**src/rtl/seg7_scan_ctrl_pkg.sv**
```systemverilog
// Shared types, constants and helpers for the 7-segment display blocks.
// Segment vectors are {g,f,e,d,c,b,a} and active-low throughout.
package seg7_pkg;

  typedef logic [6:0] seg_t;

  typedef enum logic {
    ST_BLANK = 1'b0,
    ST_SHOW  = 1'b1
  } slot_state_e;

  localparam seg_t SEG_OFF = 7'h7F;

  localparam seg_t HEX_SEG [16] = '{
    7'h40, 7'h79, 7'h24, 7'h30,
    7'h19, 7'h12, 7'h02, 7'h78,
    7'h00, 7'h10, 7'h08, 7'h03,
    7'h46, 7'h21, 7'h06, 7'h0E
  };

  // Counter width that never collapses to zero bits for tiny ranges.
  function automatic int clog2_safe(input int n);
    return (n <= 2) ? 1 : $clog2(n);
  endfunction

endpackage

```
**src/rtl/seg7_scan_ctrl_if.sv**
```systemverilog
// Datapath-facing bundle of the display scanner: value/control inputs and
// the registered pin-level cathode/anode outputs.
interface seg7_scan_if
  import seg7_pkg::*;
#(
  parameter int NUM_DIGITS = 4
);
  logic [4*NUM_DIGITS-1:0] value_in;
  logic [NUM_DIGITS-1:0]   dp_in;
  logic [NUM_DIGITS-1:0]   digit_en;
  logic                    blank_lz;
  logic                    load;
  seg_t                    seg;
  logic                    dp;
  logic [NUM_DIGITS-1:0]   an;
  logic                    frame_done;

  modport master (
    output value_in, dp_in, digit_en, blank_lz, load,
    input  seg, dp, an, frame_done
  );

  modport slave (
    input  value_in, dp_in, digit_en, blank_lz, load,
    output seg, dp, an, frame_done
  );
endinterface

```
**src/rtl/seg7_hex_decode.sv**
```systemverilog
// Combinational hex nibble to active-low 7-segment pattern.
module seg7_hex_decode
  import seg7_pkg::*;
(
  input  logic [3:0] nib,
  output seg_t       seg
);
  assign seg = HEX_SEG[nib];
endmodule

```
**src/rtl/seg7_scan_ctrl.sv**
```systemverilog
// Time-multiplexed common-anode 7-segment scanner with per-slot blanking,
// optional leading-zero suppression and frame-aligned value updates.
module seg7_scan_ctrl
  import seg7_pkg::*;
#(
  parameter int NUM_DIGITS   = 4,
  parameter int TICK_DIV     = 100000,
  parameter int BLANK_CYCLES = 1000
) (
  input logic        clk,
  input logic        rst,
  seg7_scan_if.slave bus
);

  localparam int TICK_W = clog2_safe(TICK_DIV);
  localparam int IDX_W  = clog2_safe(NUM_DIGITS);
  localparam int VAL_W  = 4 * NUM_DIGITS;

  localparam logic [TICK_W-1:0] TICK_LAST = TICK_W'(TICK_DIV - 1);
  localparam logic [TICK_W-1:0] BLANK_END = TICK_W'(BLANK_CYCLES);
  localparam logic [IDX_W-1:0]  IDX_LAST  = IDX_W'(NUM_DIGITS - 1);

  logic [TICK_W-1:0]     tick_q, tick_d;
  logic [IDX_W-1:0]      idx_q, idx_d;
  slot_state_e           state_q, state_d;
  logic [VAL_W-1:0]      pend_val_q, pend_val_d;
  logic [VAL_W-1:0]      act_val_q, act_val_d;
  logic [NUM_DIGITS-1:0] pend_dp_q, pend_dp_d;
  logic [NUM_DIGITS-1:0] act_dp_q, act_dp_d;
  seg_t                  seg_q, seg_d;
  logic                  dp_q, dp_d;
  logic [NUM_DIGITS-1:0] an_q, an_d;
  logic                  frame_done_q, frame_done_d;

  logic                  slot_end;
  logic                  frame_wrap;
  logic                  zero_above;
  logic [NUM_DIGITS-1:0] lz_mask;
  logic [NUM_DIGITS-1:0] digit_blank;
  logic [3:0]            cur_nib;
  logic                  cur_dp;
  logic                  cur_blank;
  seg_t                  cur_seg;

  // Slot timing and digit sequencing
  always_comb begin
    slot_end   = (tick_q == TICK_LAST);
    frame_wrap = slot_end && (idx_q == IDX_LAST);
    tick_d     = slot_end ? '0 : tick_q + 1'b1;
    idx_d      = idx_q;
    if (slot_end) begin
      idx_d = (idx_q == IDX_LAST) ? '0 : idx_q + 1'b1;
    end
    state_d      = (tick_d < BLANK_END) ? ST_BLANK : ST_SHOW;
    frame_done_d = frame_wrap;
  end

  // A load landing on the wrap cycle is forwarded straight into active.
  always_comb begin
    pend_val_d = pend_val_q;
    pend_dp_d  = pend_dp_q;
    act_val_d  = act_val_q;
    act_dp_d   = act_dp_q;
    if (bus.load) begin
      pend_val_d = bus.value_in;
      pend_dp_d  = bus.dp_in;
    end
    if (frame_wrap) begin
      act_val_d = pend_val_d;
      act_dp_d  = pend_dp_d;
    end
  end

  // Digit k is a leading zero when it and every more-significant nibble are 0.
  always_comb begin
    zero_above = 1'b1;
    lz_mask    = '0;
    for (int k = NUM_DIGITS - 1; k >= 1; k--) begin
      zero_above = zero_above && (act_val_q[4*k +: 4] == 4'h0);
      lz_mask[k] = zero_above;
    end
    digit_blank = ~bus.digit_en | (lz_mask & {NUM_DIGITS{bus.blank_lz}});
  end

  always_comb begin
    cur_nib   = 4'h0;
    cur_dp    = 1'b0;
    cur_blank = 1'b1;
    for (int k = 0; k < NUM_DIGITS; k++) begin
      if (idx_q == IDX_W'(k)) begin
        cur_nib   = act_val_q[4*k +: 4];
        cur_dp    = act_dp_q[k];
        cur_blank = digit_blank[k];
      end
    end
  end

  seg7_hex_decode u_dec (
    .nib (cur_nib),
    .seg (cur_seg)
  );

  // Pin drive: anode stays on for a blanked digit so slot brightness is uniform.
  always_comb begin
    seg_d = SEG_OFF;
    dp_d  = 1'b1;
    an_d  = '1;
    if (state_q == ST_SHOW) begin
      for (int k = 0; k < NUM_DIGITS; k++) begin
        an_d[k] = (idx_q != IDX_W'(k));
      end
      if (!cur_blank) begin
        seg_d = cur_seg;
        dp_d  = ~cur_dp;
      end
    end
  end

  always_ff @(posedge clk) begin
    if (rst) begin
      tick_q       <= '0;
      idx_q        <= '0;
      state_q      <= (BLANK_CYCLES > 0) ? ST_BLANK : ST_SHOW;
      pend_val_q   <= '0;
      pend_dp_q    <= '0;
      act_val_q    <= '0;
      act_dp_q     <= '0;
      seg_q        <= SEG_OFF;
      dp_q         <= 1'b1;
      an_q         <= '1;
      frame_done_q <= 1'b0;
    end else begin
      tick_q       <= tick_d;
      idx_q        <= idx_d;
      state_q      <= state_d;
      pend_val_q   <= pend_val_d;
      pend_dp_q    <= pend_dp_d;
      act_val_q    <= act_val_d;
      act_dp_q     <= act_dp_d;
      seg_q        <= seg_d;
      dp_q         <= dp_d;
      an_q         <= an_d;
      frame_done_q <= frame_done_d;
    end
  end

  assign bus.seg        = seg_q;
  assign bus.dp         = dp_q;
  assign bus.an         = an_q;
  assign bus.frame_done = frame_done_q;

endmodule

```
**src/flat_wrapper.sv**
```systemverilog
// flat-port wrapper written by rule: the top's interface ports become plain ports
module seg7_scan_ctrl_flat import seg7_pkg::*;
#(
  parameter int NUM_DIGITS   = 4,
  parameter int TICK_DIV     = 100000,
  parameter int BLANK_CYCLES = 1000
)
  (clk, rst, bus_value_in, bus_dp_in, bus_digit_en, bus_blank_lz, bus_load, bus_seg, bus_dp, bus_an, bus_frame_done);
  seg7_scan_if #(.NUM_DIGITS(NUM_DIGITS)) bus_i ();
  input logic clk;
  input logic rst;
  input wire logic [$bits(bus_i.value_in)-1:0] bus_value_in;
  input wire logic [$bits(bus_i.dp_in)-1:0] bus_dp_in;
  input wire logic [$bits(bus_i.digit_en)-1:0] bus_digit_en;
  input wire logic [$bits(bus_i.blank_lz)-1:0] bus_blank_lz;
  input wire logic [$bits(bus_i.load)-1:0] bus_load;
  output wire logic [$bits(bus_i.seg)-1:0] bus_seg;
  output wire logic [$bits(bus_i.dp)-1:0] bus_dp;
  output wire logic [$bits(bus_i.an)-1:0] bus_an;
  output wire logic [$bits(bus_i.frame_done)-1:0] bus_frame_done;
  assign bus_i.value_in = bus_value_in;
  assign bus_i.dp_in = bus_dp_in;
  assign bus_i.digit_en = bus_digit_en;
  assign bus_i.blank_lz = bus_blank_lz;
  assign bus_i.load = bus_load;
  assign bus_seg = bus_i.seg;
  assign bus_dp = bus_i.dp;
  assign bus_an = bus_i.an;
  assign bus_frame_done = bus_i.frame_done;
  seg7_scan_ctrl #(.NUM_DIGITS(NUM_DIGITS), .TICK_DIV(TICK_DIV), .BLANK_CYCLES(BLANK_CYCLES)) u_core (.clk(clk), .rst(rst), .bus(bus_i));
endmodule
```
**config.mk**
```make
export PLATFORM = sky130hd
export DESIGN_NAME = seg7_scan_ctrl_flat
export DESIGN_NICKNAME = d
export VERILOG_FILES = /design/src/rtl/seg7_scan_ctrl_pkg.sv /design/src/rtl/seg7_scan_ctrl_if.sv /design/src/rtl/seg7_hex_decode.sv /design/src/rtl/seg7_scan_ctrl.sv /design/src/flat_wrapper.sv
export SDC_FILE = /design/constraint.sdc
export NUM_CORES = 1
export LEC_CHECK = 0
export ABC_CLOCK_PERIOD_IN_PS = 3600
export CAP_MARGIN = 20
export CORE_MARGIN = 3
export CORE_UTILIZATION = 25
export CTS_CLUSTER_SIZE = 10
export DETAILED_ROUTE_END_ITERATION = 7
export HOLD_SLACK_MARGIN = 0.03
export PLACE_DENSITY = 0.51
export SLEW_MARGIN = 20
export SYNTH_ARGS = -nofsm -noshare
export SYNTH_HDL_FRONTEND = slang
export SYNTH_SLANG_ARGS = --single-unit
export TNS_END_PERCENT = 1
```
**constraint.sdc**
```tcl
create_clock -name clk -period 3.6 [get_ports clk]
set_input_delay 0.72 -clock clk [delete_from_list [all_inputs] [get_ports clk]]
set_output_delay 0.72 -clock clk [all_outputs]
set_load 0.02 [all_outputs]
```
==> impl_metrics.env, run 1 <==
export IMPL_cts_buffer_depth=2
export IMPL_peakVddDrop_mv=0.1939
export IMPL_clkTransAtPathRegs_ps=50
export IMPL_cts_buffers_inserted=9
export IMPL_start_kind="register"
export IMPL_die_height_um=121.8
export IMPL_fin_ws_ps=872.8
export IMPL_slowest_stage="a22oi_1"
export IMPL_final_hold_viol_count=0
export IMPL_seqPwrFrac_pct=47.0
export IMPL_grt_pass1_vias=2702
export IMPL_final_setup_tns_ps=0
export IMPL_power_switching_w=0.0003657
export IMPL_outcome="complete, no violations"
export IMPL_ys_seq_elements=73
export IMPL_synth_area_mux_share_pct=11.01
export IMPL_hold_buffers=0
export IMPL_gp_congestion=0.8085
export IMPL_post_cts_resized=0
export IMPL_path_class="reg -> reg"
export IMPL_worstSkewPairLatency_ps=330
export IMPL_r2r_setup_slack_ps=870
export IMPL_cts_sinks=73
export IMPL_async_reset_ff_share_pct=0
export IMPL_die_width_um=121.8
export IMPL_cts_max_level=3
export IMPL_grt_setup_unrepaired="no"
export IMPL_grt_overflow=0
export IMPL_grt_pass1_wl_mm=12.77
export IMPL_syn_num_nets=408
export IMPL_synth_top_family_by_area="simple AND/OR/NAND/NOR gates"
export IMPL_slew_headroom_pct=56.63
export IMPL_combPwrFrac_pct=4.9
export IMPL_cp_cell_sequence="inv_1 > ha_1 > a21oi_1 > o21ai_0 > a22oi_1 > inv_1 > ha_1 > mux4_2 > nand2b_1"
export IMPL_synthXorXnorAreaFrac_pct=4.442
export IMPL_ys_types=48
export IMPL_syn_area_um2=3352
export IMPL_drv_slew=0
export IMPL_row_count=41
export IMPL_syn_to_final_growth_pct=24.64
export IMPL_synth_adder_area_share_pct=4.106
export IMPL_die_area_um2=14830
export IMPL_ys_seq_area_share_pct=43.60
export IMPL_synth_edff_count=0
export IMPL_io_buffers=40
export IMPL_swShare_pct=20.67
export IMPL_synthCells=369
export IMPL_viasPerCell=4.545
export IMPL_vias=2636
export IMPL_tightest_slew_ps=645.6
export IMPL_drc=0
export IMPL_start_util_pct=26.03
export IMPL_p_int_w=0.001404
export IMPL_hpwlAfterDp_mm=5.506
export IMPL_fin_nets=443
export IMPL_routedWlPerCell_um=13.04
export IMPL_grt_start_max_net_pins=44
export IMPL_fp_coreArea_um2=12880
export IMPL_synthFlopType="dfxtp_1"
export IMPL_drv_cap=0
export IMPL_drt_iter0_drc=160
export IMPL_cts_tree="built"
export IMPL_layout_common_cells="73 x dfxtp_1, 41 x nor2_1, 40 x clkdlybuf4s50_1, 34 x nand2_1, 29 x mux2i_1"
export IMPL_drive_gt1_share_pct=6.373
export IMPL_synth_avg_cell_area_um2=9.084
export IMPL_final_common_cell="dfxtp_1"
export IMPL_cts_setup_buffers=0
export IMPL_p_clk_share_pct=48.1
export IMPL_power_density_nw_per_um2=423.5
export IMPL_critPathMaxFanout=14
export IMPL_period_share_pct=75.76
export IMPL_setup_viol=0
export IMPL_critPathArrivalTime_ps=2950
export IMPL_grtUsageTotal_pct=10.89
export IMPL_cts_root_buf="clkbuf_16"
export IMPL_firstDrtPassIters=4
export IMPL_postRouteWirelength_mm=7.566
export IMPL_cpPeakStageDelay_ps=470
export IMPL_ios=41
export IMPL_hold_path_class="reg -> reg"
export IMPL_antenna_found_initial=0
export IMPL_ant_nets=0
export IMPL_post_route_min_period_ps=2727
export IMPL_num_antenna_cells=0
export IMPL_crit_path_end_kind="register"
export IMPL_synthSimpleGateAreaFrac_pct=22.06
export IMPL_p_leak_nw=1.546
export IMPL_synth_compound_area_share_pct=9.929
export IMPL_ys_warn_count=0
export IMPL_fmax_mhz=366.7
export IMPL_fin_worst_skew_ps=6.657
export IMPL_crit_required_ps=3820
export IMPL_dp_slack_ps=894.0
cell usage after synthesis (all sizes together), types with 2 or more instances:
master	instances	area [um^2]
dfxtp	73	1461
nand2	34	127.6
inv	19	71.32
or4b	2	23.77
and2	6	40.04
xor2	10	87.58
a21oi	19	95.09
clkbuf	14	52.55
ha	11	137.6
or3	3	18.77
nand4	5	31.28
nor2	41	153.9
nor3	6	30.03
nand3b	4	30.03
xnor2	7	61.31
buf	5	38.77
a31oi	2	12.51
o21ai	7	35.03
or2	2	12.51
and4	2	17.52
mux2	5	56.30
a22oi	3	22.52
nor2b	16	100.1
nor4	5	46.29
mux2i	29	290.3
o22a	6	52.55
nand3	11	55.05
and3	2	12.51
nand4b	3	26.28
o211ai	5	37.54
registers in the layout, summed over array words and instances (netlist names):
signal                 flops
u_core.pend_val_q         16
u_core.pend_dp_q           4
u_core.act_dp_q            4
u_core.act_val_q          16
u_core.idx_q               2
u_core.bus.frame_done      1
u_core.state_q             1
u_core.bus.an              4
u_core.bus.seg             7
u_core.bus.dp              1
u_core.tick_q             17
power by group through the flow:
stage / combinational [W] / clock [W] / sequential, W
floorplan: 0.0000472 / 0 / 0.000846
detailed placement: 0.0000883 / 0 / 0.000849
global route: 0.0000960 / 0.000911 / 0.000833
global placement: 0.0000872 / 0 / 0.000849
CTS: 0.0000888 / 0.000881 / 0.000831
finish: 0.0000864 / 0.000851 / 0.000831
final timing paths:
path | cells after the start | to | from
max | 9 | u_core.bus.seg[3] | u_core.idx_q[0]
min | 2 | u_core.act_dp_q[0] | u_core.act_dp_q[0]
max reg2reg | 9 | u_core.bus.seg[3] | u_core.idx_q[0]
min reg2reg | 2 | u_core.act_dp_q[0] | u_core.act_dp_q[0]
kinds of logic (layout without fill, tap and decap cells):
group | Yosys count | count (layout)
adder cells (fa/ha/maj) | 11 | 11
XOR/XNOR | 17 | 17
AND/OR/NAND/NOR | 144 | 144
AO/OA/AOI/OAI | 51 | 51
buffers and inverters | 38 | 77
multiplexers | 35 | 35
flip-flops | 73 | 73
critical path, delay by kind of cell (launching register included):
| kind | cells | cell delay, ps |
|---|---|---|
| AO/OA/AOI/OAI | 3 | 740 |
| adder cells (fa/ha/maj) | 2 | 640 |
| buffers and inverters | 2 | 240 |
| flip-flops | 1 | 390 |
| multiplexers | 1 | 460 |
| AND/OR/NAND/NOR | 1 | 140 |
area by class of cell:
cell class | count | area [um^2]
clock buffers | 12 | 236.5
clock inverters | 3 | 42.54
fillers | 1317 | 8698
inverters | 19 | 71.32
multi-input cells | 258 | 1728
flip-flops and latches | 73 | 1461
well taps | 172 | 215.2
repair buffers | 43 | 422.9
metrics by stage:
step	total power, W	instance area, um^2	hold slack, ps	instances	util (%)
CTS	0.001801	4178	465.3	580	32.45
global route	0.001840	4178	487.5	580	32.45
finish	0.001769	4178	463.5	580	32.45
global placement	0.0009358	3899	448.5	565	30.28
floorplan	0.0008934	3352	431.9	369	-
detailed placement	0.0009372	3899	457.6	565	30.28
routing by layer:
layer	track usage [%]	share of wire (%)	wire (um)
met1	12.23	45	3414
met2	19.48	50	3786
met3	3.203	3.3	252
met5	0	0	0
met4	3.992	1.5	113
(Power assumes the default switching activity.)
==> run 2: changes to the inputs <==
Settings changed: ABC_CLOCK_PERIOD_IN_PS 3600 to 2500, PLACE_DENSITY 0.51 to 0.53.
Clock period 3.6 ns to 2.5 ns, I/O delays scaled along.
==> run 2 against run 1 <==
Clock-buffer cell count unchanged. Via count decreased by 1.2%. Global-route usage down 0.20 points. Flip-flop and latch count stayed put. Clock power up 57%. Non-clock buffer count up 12. Critical path depth increased by 1. Design area grew 3.3%. Sequential power increased by 44%. Sequential share of layout area shrank 1.1 points. Critical endpoint unchanged. Largest power group unchanged.
==> impl_metrics.env, run 2 (synthesized netlist as in run 1, its figures left out) <==
export IMPL_outcome="complete, no violations"
export IMPL_drv_slew=0
export IMPL_vias=2605
export IMPL_firstDrtPassIters=4
export IMPL_routedWlPerCell_um=12.56
export IMPL_power_density_nw_per_um2=615.9
export IMPL_tightest_slew_ps=577.4
export IMPL_start_kind="register"
export IMPL_post_route_min_period_ps=2300
export IMPL_setup_viol=0
export IMPL_path_class="reg -> reg"
export IMPL_multi_input_area_um2=1737
export IMPL_cts_root_buf="clkbuf_16"
export IMPL_grt_overflow=0
export IMPL_row_count=41
export IMPL_critPathArrivalTime_ps=2530
export IMPL_regArea_um2=1461
export IMPL_cp_startpoint="u_core.idx_q[0]"
export IMPL_cts_buffer_depth=2
export IMPL_layout_common_cells="73 x dfxtp_1, 41 x nor2_1, 40 x clkdlybuf4s50_1, 34 x nand2_1, 29 x mux2i_1"
export IMPL_final_setup_tns_ps=0
export IMPL_cts_tree="built"
export IMPL_drv_cap=0
export IMPL_p_int_w=0.002108
export IMPL_p_leak_nw=1.625
export IMPL_peakVddDrop_mv=0.3016
export IMPL_seqPwrFrac_pct=45.0
export IMPL_ios=41
export IMPL_combPwrFrac_pct=4.7
export IMPL_die_width_um=121.8
export IMPL_worstSkewPairLatency_ps=340
export IMPL_io_buffers=40
export IMPL_fmax_mhz=434.8
export IMPL_hold_buffers=0
export IMPL_drt_iter0_drc=77
export IMPL_start_util_pct=26.03
export IMPL_worst_hold_startpoint="u_core.act_dp_q[2]"
export IMPL_fillers=1318
export IMPL_final_hold_viol_count=0
export IMPL_swShare_pct=20.65
export IMPL_crit_path_end_kind="register"
export IMPL_die_height_um=121.8
export IMPL_drive_gt1_share_pct=10.69
export IMPL_cts_max_level=3
export IMPL_postRouteWirelength_mm=7.448
export IMPL_r2r_start="u_core.idx_q[0]"
export IMPL_fin_ws_ps=200.3
export IMPL_viasPerCell=4.393
export IMPL_grt_pass1_wl_mm=12.45
export IMPL_period_share_pct=91.99
export IMPL_largest_register_ffs=17
export IMPL_largestRegisters="u_core.tick_q (17), u_core.act_val_q (16), u_core.pend_val_q (16)"
export IMPL_num_antenna_cells=0
export IMPL_final_common_cell="dfxtp_1"
export IMPL_critPathMaxFanout=7
export IMPL_fp_coreArea_um2=12880
export IMPL_fin_nets=455
export IMPL_antenna_found_initial=0
export IMPL_fin_worst_skew_ps=6.095
export IMPL_grtUsageTotal_pct=10.69
export IMPL_power_switching_w=0.0005486
export IMPL_dpl_instance_area_um2=3986
export IMPL_dp_slack_ps=61.64
export IMPL_hold_path_class="reg -> reg"
export IMPL_ant_nets=0
export IMPL_hpwlAfterDp_mm=5.487
export IMPL_gp_congestion=0.8385
export IMPL_grt_start_max_net_pins=32
export IMPL_grt_setup_unrepaired="no"
export IMPL_regMostFlops="u_core.tick_q"
export IMPL_drc=0
export IMPL_cts_sinks=73
export IMPL_clkTransAtPathRegs_ps=60
export IMPL_slew_headroom_pct=61.15
export IMPL_totalPowerFinal_w=0.002657
export IMPL_cts_buffers_inserted=9
export IMPL_syn_to_final_growth_pct=28.70
export IMPL_die_area_um2=14830
export IMPL_fin_util_pct=33.51
export IMPL_crit_required_ps=2730
export IMPL_p_clk_share_pct=50.3
export IMPL_grt_pass1_vias=2594
export IMPL_final_area_um2=4314
## run 2: cell count changes in the layout (fill, tap and decap cells not counted)
| cell | delta |
|---|---|
| and2_2 | +1 |
| ha_2 | +1 |
| a22oi_2 | +1 |
| clkbuf_8 | +3 |
| buf_4 | +12 |
| clkinvlp_4 | +1 |
| clkbuf_1 | -3 |
| ha_1 | -1 |
| a22oi_1 | -1 |
| and2_1 | -1 |
## run 2: metal layers
layer,up-vias,global-route usage [%],share of wire (%)
li1,1364,-,-
met4,0,3.922,1.3
met5,-,0,0
met3,9,3.714,3.8
met1,1196,12.76,46
met2,36,17.78,49
## run 2: worst paths after layout
path	slack (ps)	cells past startpoint	to
worst min-delay path	460	2	u_core.act_dp_q[2]
worst max-delay path	200	10	u_core.bus.seg[3]
worst max register to register	200	10	u_core.bus.seg[3]
worst min register to register	460	2	u_core.act_dp_q[2]
## run 2: area by class of cell
type / count / share of cell area, %
inverters: 19 / 1.653
repair buffers: 55 / 11.89
multi-input cells: 258 / 40.26
clock inverters: 4 / 1.160
well taps: 172 / 4.988
flip-flops and latches: 73 / 33.87
clock buffers: 12 / 6.178
## run 2: per-stage QoR
| step | hold slack (ps) | std cells |
|---|---|---|
| 2_1_floorplan | 431.9 | 369 |
| 3_3_place_gp | 452.6 | 576 |
| 3_5_place_dp | 454.1 | 576 |
| 4_1_cts | 463.1 | 592 |
| 5_1_grt | 492.5 | 593 |
| 6_report | 456.8 | 593 |
## run 2: power by group through the flow
stage	combinational (W)	clock [W]	sequential, W
final	0.000125	0.00134	0.00120
after global routing	0.000139	0.00143	0.00120
after CTS	0.000128	0.00138	0.00120
after detailed placement	0.000128	0	0.00122
after global placement	0.000127	0	0.00122
after floorplan	0.0000680	0	0.00122
## run 2: critical path: stages, from the launching register on
cell and delay [ps]:
dfxtp_1 340, inv_1 100, ha_1 300, nand2_1 80, o21ai_0 190, a22oi_2 100
buf_4 170, ha_1 270, inv_1 50, mux4_2 440, nand2b_1 150
## run 2: what timing repair did
item | 4_1_cts | 5_1_grt
setup endpoints to repair | 0 | 1
gates resized for setup | 0 | 2
buffers inserted | 0 | 1
